<file path="config.mk">
export PLATFORM = sky130hd
export DESIGN_NAME = fifo_ctrl_reg
export DESIGN_NICKNAME = d
export VERILOG_FILES = /design/src/rtl/fifo_pkg.sv /design/src/rtl/fifo_ptr.sv /design/src/rtl/fifo_ctrl_reg.sv
export SDC_FILE = /design/constraint.sdc
export NUM_CORES = 1
export LEC_CHECK = 0
export BUFFER_PORTS_ARGS = -buffer_cell sky130_fd_sc_hd__buf_2
export CAP_MARGIN = 20
export CORE_MARGIN = 10
export CORE_UTILIZATION = 40
export CTS_CLUSTER_DIAMETER = 80
export CTS_CLUSTER_SIZE = 20
export DETAILED_ROUTE_END_ITERATION = 12
export HOLD_SLACK_MARGIN = 0.1
export PLACE_DENSITY = 0.64
export SYNTH_ARGS = -nofsm -noshare
export SYNTH_HDL_FRONTEND = slang
export SYNTH_SLANG_ARGS = --single-unit
</file>
<file path="constraint.sdc">
create_clock -name clk -period 2.5 [get_ports clk]
set_input_delay 0.25 -clock clk [delete_from_list [all_inputs] [get_ports clk]]
set_output_delay 0.25 -clock clk [all_outputs]
set_load 0.01 [all_outputs]
</file>
<file path="src/rtl/fifo_pkg.sv">
// Shared FIFO definitions: depth, pointer/count widths and state encodings.
package fifo_pkg;

    localparam int unsigned FIFO_DEPTH = 8;
    localparam int unsigned PTR_W      = $clog2(FIFO_DEPTH);
    localparam int unsigned CNT_W      = PTR_W + 1;

    typedef enum logic [2:0] {
        ST_INIT     = 3'b000,
        ST_WRITE    = 3'b001,
        ST_READ     = 3'b010,
        ST_WR_ERROR = 3'b011,
        ST_RD_ERROR = 3'b100
    } fifo_state_e;

    // Map a raw 3-bit code to a legal state; unused codes fall back to INIT.
    function automatic fifo_state_e decode_state(input logic [2:0] code);
        fifo_state_e s;
        case (code)
            3'b001:  s = ST_WRITE;
            3'b010:  s = ST_READ;
            3'b011:  s = ST_WR_ERROR;
            3'b100:  s = ST_RD_ERROR;
            default: s = ST_INIT;
        endcase
        return s;
    endfunction

endpackage

</file>
<file path="src/rtl/fifo_ptr.sv">
// Wrap-around pointer register with synchronous reset and increment enable.
module fifo_ptr
    import fifo_pkg::*;
#(
    parameter int unsigned W = PTR_W
) (
    input  logic         clk,
    input  logic         rst,
    input  logic         inc,
    output logic [W-1:0] ptr
);

    // Power-of-two depth makes natural overflow the wrap.
    always_ff @(posedge clk) begin
        if (rst) begin
            ptr <= '0;
        end else if (inc) begin
            ptr <= ptr + W'(1);
        end
    end

endmodule

</file>
<file path="src/rtl/fifo_ctrl_reg.sv">
// FIFO control register: state, pointers, occupancy and register-file strobes.
module fifo_ctrl_reg
    import fifo_pkg::*;
#(
    parameter int unsigned DEPTH = FIFO_DEPTH,
    localparam int unsigned ADDR_W  = $clog2(DEPTH),
    localparam int unsigned COUNT_W = ADDR_W + 1
) (
    input  logic               clk,
    input  logic               rst,
    input  logic [2:0]         next_state,
    output logic [2:0]         state,
    output logic [COUNT_W-1:0] data_count,
    output logic [ADDR_W-1:0]  head,
    output logic [ADDR_W-1:0]  tail,
    output logic               we,
    output logic               re,
    output logic [ADDR_W-1:0]  waddr,
    output logic [ADDR_W-1:0]  raddr,
    output logic               wr_ack,
    output logic               wr_err,
    output logic               rd_ack,
    output logic               rd_err,
    output logic               full,
    output logic               empty
);

    fifo_state_e state_q;
    fifo_state_e state_d;
    fifo_state_e req_state;
    logic        do_wr;
    logic        do_rd;
    logic        wr_err_d;
    logic        rd_err_d;

    // Status flags straight from the registered count.
    assign full  = (data_count == COUNT_W'(DEPTH));
    assign empty = (data_count == COUNT_W'(0));
    assign state = state_q;

    // Resolve the requested state against occupancy; overflow/underflow become errors.
    always_comb begin
        state_d   = ST_INIT;
        do_wr     = 1'b0;
        do_rd     = 1'b0;
        wr_err_d  = 1'b0;
        rd_err_d  = 1'b0;
        req_state = decode_state(next_state);
        case (req_state)
            ST_WRITE: begin
                if (full) begin
                    state_d  = ST_WR_ERROR;
                    wr_err_d = 1'b1;
                end else begin
                    state_d = ST_WRITE;
                    do_wr   = 1'b1;
                end
            end
            ST_READ: begin
                if (empty) begin
                    state_d  = ST_RD_ERROR;
                    rd_err_d = 1'b1;
                end else begin
                    state_d = ST_READ;
                    do_rd   = 1'b1;
                end
            end
            ST_WR_ERROR: begin
                state_d  = ST_WR_ERROR;
                wr_err_d = 1'b1;
            end
            ST_RD_ERROR: begin
                state_d  = ST_RD_ERROR;
                rd_err_d = 1'b1;
            end
            default: begin
                state_d = ST_INIT;
            end
        endcase
    end

    // State register.
    always_ff @(posedge clk) begin
        if (rst) begin
            state_q <= ST_INIT;
        end else begin
            state_q <= state_d;
        end
    end

    // Occupancy count and one-cycle strobes/status; addresses hold between strobes.
    always_ff @(posedge clk) begin
        if (rst) begin
            data_count <= '0;
            we         <= 1'b0;
            re         <= 1'b0;
            wr_ack     <= 1'b0;
            wr_err     <= 1'b0;
            rd_ack     <= 1'b0;
            rd_err     <= 1'b0;
            waddr      <= '0;
            raddr      <= '0;
        end else begin
            we     <= do_wr;
            wr_ack <= do_wr;
            re     <= do_rd;
            rd_ack <= do_rd;
            wr_err <= wr_err_d;
            rd_err <= rd_err_d;
            if (do_wr) begin
                waddr      <= tail;
                data_count <= data_count + COUNT_W'(1);
            end else if (do_rd) begin
                raddr      <= head;
                data_count <= data_count - COUNT_W'(1);
            end
        end
    end

    // Read pointer.
    fifo_ptr #(.W(ADDR_W)) u_head (
        .clk (clk),
        .rst (rst),
        .inc (do_rd),
        .ptr (head)
    );

    // Write pointer.
    fifo_ptr #(.W(ADDR_W)) u_tail (
        .clk (clk),
        .rst (rst),
        .inc (do_wr),
        .ptr (tail)
    );

endmodule

</file>
==> flow_summary.json, run 1 <==
{
  "status": "completed",
  "cts_max_level": 1,
  "syn-mean-instance-area_um2": 10.0,
  "antenna_found_initial": 0,
  "critPathCaptureType": "register",
  "clock_path_buffers": 2,
  "reg2reg_to": "data_count[3]",
  "finalPower_mw": 0.716,
  "min_to": "state[2]",
  "cts-root-buf": "clkbuf_4",
  "synth_cell_types": 29,
  "track_usage_pct": 8.65,
  "die-area_mm2": 0.00487,
  "viasPerCell": 4.94,
  "gp_congestion": 0.729,
  "wl_mm": 2.13,
  "ir_drop_mv": 0.344,
  "startpoint": "data_count[3]",
  "rsz0062_at_grt": "false",
  "crit_fanout": 10,
  "ff2ff_setup_slack_ps": 180,
  "clock-sinks": 23,
  "sequentialPowerShare_pct": 54.6,
  "tightest_slew_ps": 406,
  "grt_pass1_wl_mm": 3.63,
  "layout-drive-gt1-share_pct": 36.8,
  "antenna_left": 0,
  "die_h_um": 69.8,
  "relSlewSlack_pct": 73.0,
  "grt_max_degree": 23,
  "rows": 17,
  "worstReg2RegStart": "data_count[3]",
  "r2r_cells": 7,
  "nNetsFinal": 144,
  "dp_hpwl_mm": 1.64,
  "yosys_warnings": 0,
  "setup_violations": 0,
  "dr.pass1.iters": 2,
  "syn-instance-count": 99,
  "drtIter0Drc": 52,
  "synth_top_cell_by_area": "dfxtp_1",
  "cts_resized": 0,
  "min_path_cells": 2,
  "finalMaxSlewViolations": 0,
  "synth-edff-count": 0,
  "synth.top_cell.area_share_pct": 46.4,
  "multiInputGateArea_um2": 482,
  "wl_per_cell_um": 13.2,
  "n_fill_cell": 209,
  "core-area_mm2": 0.00230,
  "p_sw_mw": 0.207,
  "ys.flop_type": "dfxtp_1",
  "p_comb_share_pct": 22.1,
  "fmax_mhz": 431,
  "syn_nets": 109,
  "sw_frac_of_total_pct": 28.9,
  "pwr-share-clk_pct": 23.3,
  "drc": 0,
  "finalSetupTns_ps": 0,
  "gr-total-overflow": 0,
  "holdCritStartpoint": "next_state[0]",
  "arrival_ps": 2530,
  "finalHoldViolCount": 0,
  "routed-via-count": 795,
  "power.density_mw_per_mm2": 594,
  "p_leak_nw": 0.621,
  "io_pins": 32,
  "netlist_top_cells_area": "dfxtp_1 46%, xor2_1 5.3%, ha_1 5.0%",
  "numCtsBuffers": 3,
  "initial_core_util_pct": 43.2,
  "final-seq-area_um2": 460,
  "crit_type": "reg2reg",
  "async_reset_ff_share_pct": 0,
  "area_growth_pct": 21.6,
  "seq_area_frac_synth_pct": 46.4,
  "clock_latency_ps": 300,
  "syn_area_um2": 992,
  "hold_class": "in2reg",
  "maxCapViolCount": 0,
  "fin_skew_ps": 2.24,
  "cp.required_ps": 2710,
  "cts_tree": "yes",
  "cp-start-kind": "register",
  "ctsHoldBuffers": 0,
  "numPortBuffers": 31,
  "die_w_um": 69.8,
  "fin_crit_sh_pct": 92.9,
  "fin_crit_ps": 2320,
  "cts.clk_slew.worst_paths_ps": 120,
  "n_antenna_cell": 0,
  "synth-seq-cells": 23,
  "cts_setup_buffers": 0,
  "grt_pass1_vias": 803,
  "power.internal_mw": 0.510
}
==> power by group through the flow <==
stage / Sequential, mW / Clock [mW] / Combinational (mW)
after floorplan: 0.410 / 0 / 0.107
after global placement: 0.398 / 0 / 0.158
after detailed placement: 0.399 / 0 / 0.160
after CTS: 0.391 / 0.176 / 0.160
after global routing: 0.394 / 0.193 / 0.176
final: 0.391 / 0.167 / 0.158
==> cell usage in the layout (no fill, tap or decap), types with 2 or more instances in the layout <==
| cell type | count |
|---|---|
| clkbuf_4 | 3 |
| nand3_1 | 10 |
| nor2_1 | 10 |
| clkinv_2 | 2 |
| nand2_1 | 9 |
| a21oi_1 | 9 |
| ha_1 | 4 |
| dfxtp_1 | 23 |
| xor2_1 | 6 |
| buf_2 | 31 |
| buf_4 | 5 |
| nor3_1 | 2 |
| mux2i_1 | 3 |
==> state kept, by name, indices dropped and copies added (netlist names) <==
| name | flops |
|---|---|
| waddr | 3 |
| rd_ack | 1 |
| raddr | 3 |
| state | 3 |
| wr_err | 1 |
| wr_ack | 1 |
| u_tail.ptr | 3 |
| rd_err | 1 |
| u_head.ptr | 3 |
| data_count | 4 |
==> synth_stat cells (2+ instances only) <==
cell and number:
nand2_1 9, nand3_1 10, xor2_1 6, nor2_1 10, buf_4 3, clkbuf_1 2
mux2i_1 3, dfxtp_1 23, ha_1 4, nor3_1 2, a21oi_1 9
==> how the worst max path moves through the flow <==
stage          cells past startpoint       endpoint  slack, ps
2_1_floorplan                      8  data_count[3]        110
3_3_place_gp                       7  data_count[3]        230
3_5_place_dp                       7  data_count[3]        190
4_1_cts                            7  data_count[3]        170
5_1_grt                            7  data_count[3]         40
6_report                           7  data_count[3]        180
==> metal layers <==
metal / wire length (µm) / vias to the layer above / GRT usage (%)
li1: - / 404 / -
met1: 921 / 374 / 8.72
met2: 1060 / 15 / 15.7
met3: 136 / 2 / 3.14
met4: 10 / 0 / 3.26
met5: 0 / - / 0
==> logic make-up (layout without fill, tap and decap cells) <==
| family | after synthesis | after routing | synth area share (%) |
|---|---|---|---|
| compound gates | 12 | 12 | 8.20 |
| simple gates | 40 | 40 | 22.3 |
| mux | 5 | 5 | 5.67 |
| xor+xnor | 6 | 6 | 5.30 |
| flops | 23 | 23 | 46.4 |
| buf+inv | 8 | 42 | 5.04 |
| fa+ha+maj | 5 | 5 | 7.06 |
==> critical path: stages (launching register included) <==
cell	delay, ps
dfxtp_1	400
or4b_1	520
nand2_4	160
ha_1	240
a21o_1	170
a21oi_1	170
mux2i_1	250
mux2_4	320
==> cell type report <==
| type | count | area share (%) |
|---|---|---|
| Multi-Input combinational cell | 68 | 39.9 |
| Sequential cell | 23 | 38.2 |
| Timing Repair Buffer | 36 | 16.0 |
| Tap cell | 28 | 2.90 |
| Clock buffer | 3 | 1.87 |
| Inverter | 2 | 0.726 |
| Clock inverter | 1 | 0.415 |
==> per-stage QoR <==
stage	area, µm²	hold slack [ps]	setup WS (ps)	instances	utilization, %
floorplan	992	327	106	99	-
global route	1210	143	43.2	161	52.5
detailed placement	1180	449	185	157	51.3
finish	1210	154	178	161	52.5
global placement	1180	443	232	157	51.3
CTS	1210	141	165	161	52.5
Power figures use the tool's default switching activity.
==> run 2, diff against run 1 <==
Settings changed: CORE_UTILIZATION 40 to 30, PLACE_DENSITY 0.64 to 0.5.
==> run 2 against run 1 <==
  * Non-clock buffer count grew 3
  * Routed wire length grew 4.5%
  * Largest cell class unchanged
  * Cell count grew 12%
  * Flip-flop and latch count is the same
  * Critical endpoint unchanged
  * Hold slack gained 7.1 ps
==> flow_summary.json, run 2 (same netlist as run 1, synthesis figures left out) <==
{
  "path_buf_inv": 0,
  "fmax_mhz": 430,
  "drc": 0,
  "cts_setup_buffers": 0,
  "io_pins": 32,
  "postLayoutCoreUtil_pct": 40.2,
  "crit_type": "reg2reg",
  "track_usage_pct": 7.48,
  "setup_violations": 0,
  "wl_per_cell_um": 12.4,
  "clock-sinks": 23,
  "grt_pass1_wl_mm": 3.82,
  "power.density_mw_per_mm2": 577,
  "post-place-ws_ps": 129,
  "dr.pass1.iters": 2,
  "stdcell_area_mm2": 0.00125,
  "cts_resized": 0,
  "arrival_ps": 2530,
  "placed_cell_area_mm2": 0.00119,
  "final-seq-area_um2": 460,
  "ctsHoldBuffers": 0,
  "grt_max_degree": 23,
  "largest_register_ffs": 4,
  "die_w_um": 77.5,
  "antenna_found_initial": 0,
  "antenna_left": 0,
  "cts_tree": "yes",
  "critPathCaptureType": "register",
  "regMostFlops": "data_count",
  "tightest_slew_ps": 415,
  "cts.clk_slew.worst_paths_ps": 120,
  "fin_skew_ps": 1.66,
  "cts_max_level": 1,
  "die-area_mm2": 0.00601,
  "initial_core_util_pct": 32.0,
  "hold_slack_ps": 161,
  "hold_class": "in2reg",
  "multiInputGateArea_um2": 482,
  "gr-total-overflow": 0,
  "wl_mm": 2.23,
  "fin_crit_sh_pct": 92.9,
  "routed-via-count": 804,
  "p_leak_nw": 0.631,
  "nNetsFinal": 147,
  "relSlewSlack_pct": 72.4,
  "cp-start-kind": "register",
  "critical_path.cell_chain": "or4b_1 -> nand2_4 -> ha_1 -> a21o_1 -> a21oi_1 -> mux2i_1 -> mux2_4",
  "viasPerCell": 4.47,
  "finalHoldViolCount": 0,
  "critPathSlowestCell": "or4b_1",
  "mostFrequentLayoutCell": "buf_2",
  "status": "completed",
  "layout-drive-gt1-share_pct": 37.5,
  "numPortBuffers": 31,
  "rsz0062_at_grt": "false",
  "rows": 20,
  "fin_crit_ps": 2320,
  "crit_path_max_incr_delay_ps": 590,
  "gp_congestion": 0.740,
  "finalSetupTns_ps": 0,
  "final_cell_mix": "31 x buf_2, 23 x dfxtp_1, 10 x nand3_1, 10 x nor2_1",
  "grt_pass1_vias": 834,
  "cts-root-buf": "clkbuf_4",
  "crit_family": "simple AND/OR/NAND/NOR gates",
  "finalMaxSlewViolations": 0,
  "dp_hpwl_mm": 1.68,
  "ir_drop_mv": 0.311,
  "drtIter0Drc": 37,
  "core-area_mm2": 0.00310,
  "n_fill_cell": 333,
  "clock_path_buffers": 2,
  "cp.required_ps": 2710,
  "n_antenna_cell": 0,
  "numCtsBuffers": 3,
  "die_h_um": 77.5,
  "clock_latency_ps": 300,
  "area_growth_pct": 25.7,
  "crit_fanout": 6,
  "maxCapViolCount": 0,
  "fin_ws_ps": 177
}
==> run 2: changes by cell type in the layout (fill, tap and decap cells not counted) <==
cell      before  now
clkbuf_1       0    1
clkinv_2       2    1
buf_4          5    8
==> run 2: worst paths after layout <==
path	start	endpoint	slack (ps)	depth (start not counted)
setup / recovery	data_count[1]	data_count[3]	180	7
hold / removal	next_state[0]	state[2]	160	2
setup reg to reg	data_count[1]	data_count[3]	180	7
hold reg to reg	waddr[1]	waddr[1]	470	2
==> run 2: area by class of cell <==
cell class	count	share of cell area (%)
multi-input cells	68	38.6
flip-flops and latches	23	36.9
repair buffers	39	17.3
well taps	44	4.41
inverters	2	0.702
clock buffers	4	2.11
==> run 2: per-stage QoR <==
stage / power, mW / instances
5_1_grt: 0.769 / 180
3_3_place_gp: 0.556 / 172
6_report: 0.720 / 180
3_5_place_dp: 0.558 / 172
2_1_floorplan: 0.517 / 99
4_1_cts: 0.730 / 176
==> run 2: power by group <==
part / internal (mW) / total [mW] / switching (mW)
clock network: 0.0622 / 0.169 / 0.107
registers: 0.381 / 0.393 / 0.0117
logic: 0.0692 / 0.157 / 0.0879
total: 0.513 / 0.720 / 0.207
==> run 2: per-layer routing <==
metal | wire, µm | up-vias | part of all wire, % | GRT usage (%)
met5 | 0 | - | 0 | 0
met4 | 9 | 0 | 0.40 | 2.19
met3 | 152 | 2 | 6.8 | 3.57
met2 | 1020 | 19 | 46 | 12.3
met1 | 1050 | 376 | 47 | 8.44
li1 | - | 407 | - | -
==> run 3, diff against run 2 <==
Settings changed: ABC_AREA set to 1.
==> run 3 against run 2 <==
  * Clock skew down 0.79 ps
  * Flip-flop and latch count unchanged
  * Clock power hardly changed
  * Synthesized cell count is 28% higher
  * Cell area decreased by 1.0%
  * Sequential power is 3% higher
  * Non-clock buffer count down 8
  * Hold slack better by 130 ps
  * First-iteration DRC count increased by 27%
  * Combinational power grew 20%
  * Critical path depth rose by 3
  * Die area increased by 1.7%
  * Largest power group unchanged
  * Highest routed layer unchanged
==> flow_summary.json, run 3 <==
{
  "cp-start-kind": "register",
  "async_reset_ff_share_pct": 0,
  "seq_area_frac_synth_pct": 45.4,
  "cts_max_level": 1,
  "n_fill_cell": 371,
  "antenna_found_initial": 0,
  "fmax_mhz": 542,
  "maxCapViolCount": 0,
  "dr.pass1.iters": 4,
  "synth_cell_types": 18,
  "initial_core_util_pct": 30.7,
  "gp_congestion": 0.799,
  "gr-total-overflow": 0,
  "viasPerCell": 4.38,
  "arrival_ps": 2060,
  "crit_family": "simple AND/OR/NAND/NOR gates",
  "area_growth_pct": 21.7,
  "postLayoutCoreUtil_pct": 37.3,
  "grt_pass1_vias": 863,
  "cp.required_ps": 2710,
  "ir_drop_mv": 0.208,
  "path_buf_inv": 0,
  "finalMaxSlewViolations": 0,
  "synth_most_common_cell": "dfxtp_1",
  "p_comb_share_pct": 24.7,
  "cts_tree": "yes",
  "hold_slack_ps": 290,
  "fin_crit_sh_pct": 73.8,
  "fin_crit_ps": 1840,
  "final_cell_mix": "31 x buf_2, 23 x dfxtp_1, 22 x nand2_1, 19 x nor2_1, 14 x a21oi_1",
  "die_h_um": 78.2,
  "critical_path.cell_chain": "nor2_1 -> nand2_2 -> nand2_4 -> ha_1 -> nand2_1 -> nand2_1 -> nor2_1 -> nand2_1 -> a21oi_1 -> nor2_1",
  "netlist_top_cells_area": "dfxtp_1 45%, nand2_1 8.1%, nor2_1 7.0%",
  "hold_class": "in2reg",
  "finalHoldViolCount": 0,
  "yosys_warnings": 0,
  "placedCellCount": 201,
  "syn_area_mm2": 0.00101,
  "tightest_slew_ps": 291,
  "crit_fanout": 11,
  "layout-drive-gt1-share_pct": 27.0,
  "cts_resized": 0,
  "io_pins": 32,
  "antenna_left": 0,
  "crit_type": "reg2reg",
  "die_w_um": 78.2,
  "numCtsBuffers": 3,
  "synth-seq-cells": 23,
  "fin_skew_ps": 0.875,
  "numPortBuffers": 31,
  "wl_per_cell_um": 11.0,
  "setup_violations": 0,
  "relSlewSlack_pct": 80.6,
  "routed-via-count": 898,
  "synth-edff-count": 0,
  "core-area_mm2": 0.00331,
  "largest_register_ffs": 4,
  "grt_pass1_wl_mm": 3.88,
  "ctsHoldBuffers": 0,
  "wl_mm": 2.27,
  "rsz0062_at_grt": "false",
  "regMostFlops": "data_count",
  "p_sw_mw": 0.247,
  "nNetsFinal": 170,
  "power.internal_mw": 0.513,
  "rows": 21,
  "clock-sinks": 23,
  "critPathSlowestCell": "dfxtp_1",
  "die-area_mm2": 0.00611,
  "grt_max_degree": 17,
  "ys.flop_type": "dfxtp_1",
  "mostFrequentLayoutCell": "buf_2",
  "finalSetupTns_ps": 0,
  "final-seq-area_um2": 460,
  "pwr-share-clk_pct": 22.2,
  "n_antenna_cell": 0,
  "drc": 0,
  "syn-mean-instance-area_um2": 7.99,
  "clock_path_buffers": 2,
  "crit_path_max_incr_delay_ps": 390,
  "drtIter0Drc": 47,
  "final_cells": 205,
  "cts_setup_buffers": 0,
  "dp_hpwl_mm": 1.78,
  "p_leak_nw": 0.623,
  "critPathCaptureType": "register",
  "sw_frac_of_total_pct": 32.5,
  "synth_top_cell_by_area": "dfxtp_1",
  "power.density_mw_per_mm2": 616,
  "synthTopCellsByCount": "23 x dfxtp_1, 22 x nand2_1, 19 x nor2_1",
  "syn_nets": 137,
  "cts.clk_slew.worst_paths_ps": 120,
  "synth.top_cell.area_share_pct": 45.4,
  "multiInputGateArea_um2": 498,
  "syn-instance-count": 127,
  "sequentialPowerShare_pct": 53.1,
  "cts-root-buf": "clkbuf_4",
  "status": "completed",
  "track_usage_pct": 7.60,
  "clock_latency_ps": 300
}
[run 3: final cells by class]
type	instances	area share, %
clock buffers	4	2.13
inverters	10	3.04
multi-input cells	91	40.3
flip-flops and latches	23	37.3
well taps	46	4.66
repair buffers	31	12.6
[run 3: cell families (layout without fill, tap and decap cells)]
group / Yosys count / count (layout) / share of synthesized area (%)
AND/OR/NAND/NOR: 63 / 63 / 29.5
XOR/XNOR: 3 / 3 / 2.59
flip-flops: 23 / 23 / 45.4
adder cells (fa/ha/maj): 5 / 5 / 6.91
buffers and inverters: 13 / 45 / 5.55
AO/OA/AOI/OAI: 20 / 20 / 10.1
[run 3: power groups by stage]
stage               clock [mW]  combinational (mW)  sequential, mW
floorplan                    0               0.123           0.419
global placement             0               0.189           0.412
detailed placement           0               0.191           0.412
CTS                      0.185               0.192           0.404
global route             0.195               0.218           0.407
finish                   0.169               0.188           0.404
[run 3: stage by stage]
stage | setup WS [ps] | power [mW] | area, µm²
after floorplan | 767 | 0.542 | 1010
after CTS | 632 | 0.782 | 1230
final | 656 | 0.761 | 1230
after global placement | 716 | 0.601 | 1210
after global routing | 415 | 0.821 | 1230
after detailed placement | 658 | 0.603 | 1210
[run 3: worst paths after layout]
kind,startpoint,to,slack [ps],cells past startpoint
worst max-delay path,data_count[0],data_count[3],660,10
worst min-delay path,rst,state[2],290,2
worst max register to register,data_count[0],data_count[3],660,10
worst min register to register,raddr[2],raddr[2],470,2
[run 3: layer usage]
metal,up-vias,GRT usage [%],share of wire [%]
met5,-,0,0
met4,0,4.30,1.3
met3,2,2.73,8.1
met2,27,11.8,45
met1,396,8.83,45
li1,473,-,-
[run 3: worst reg2reg max path: cells and delay by family (launching register included)]
kind | cells | cell delay, ps
AO/OA/AOI/OAI | 1 | 140
adder cells (fa/ha/maj) | 1 | 300
flip-flops | 1 | 390
AND/OR/NAND/NOR | 8 | 920
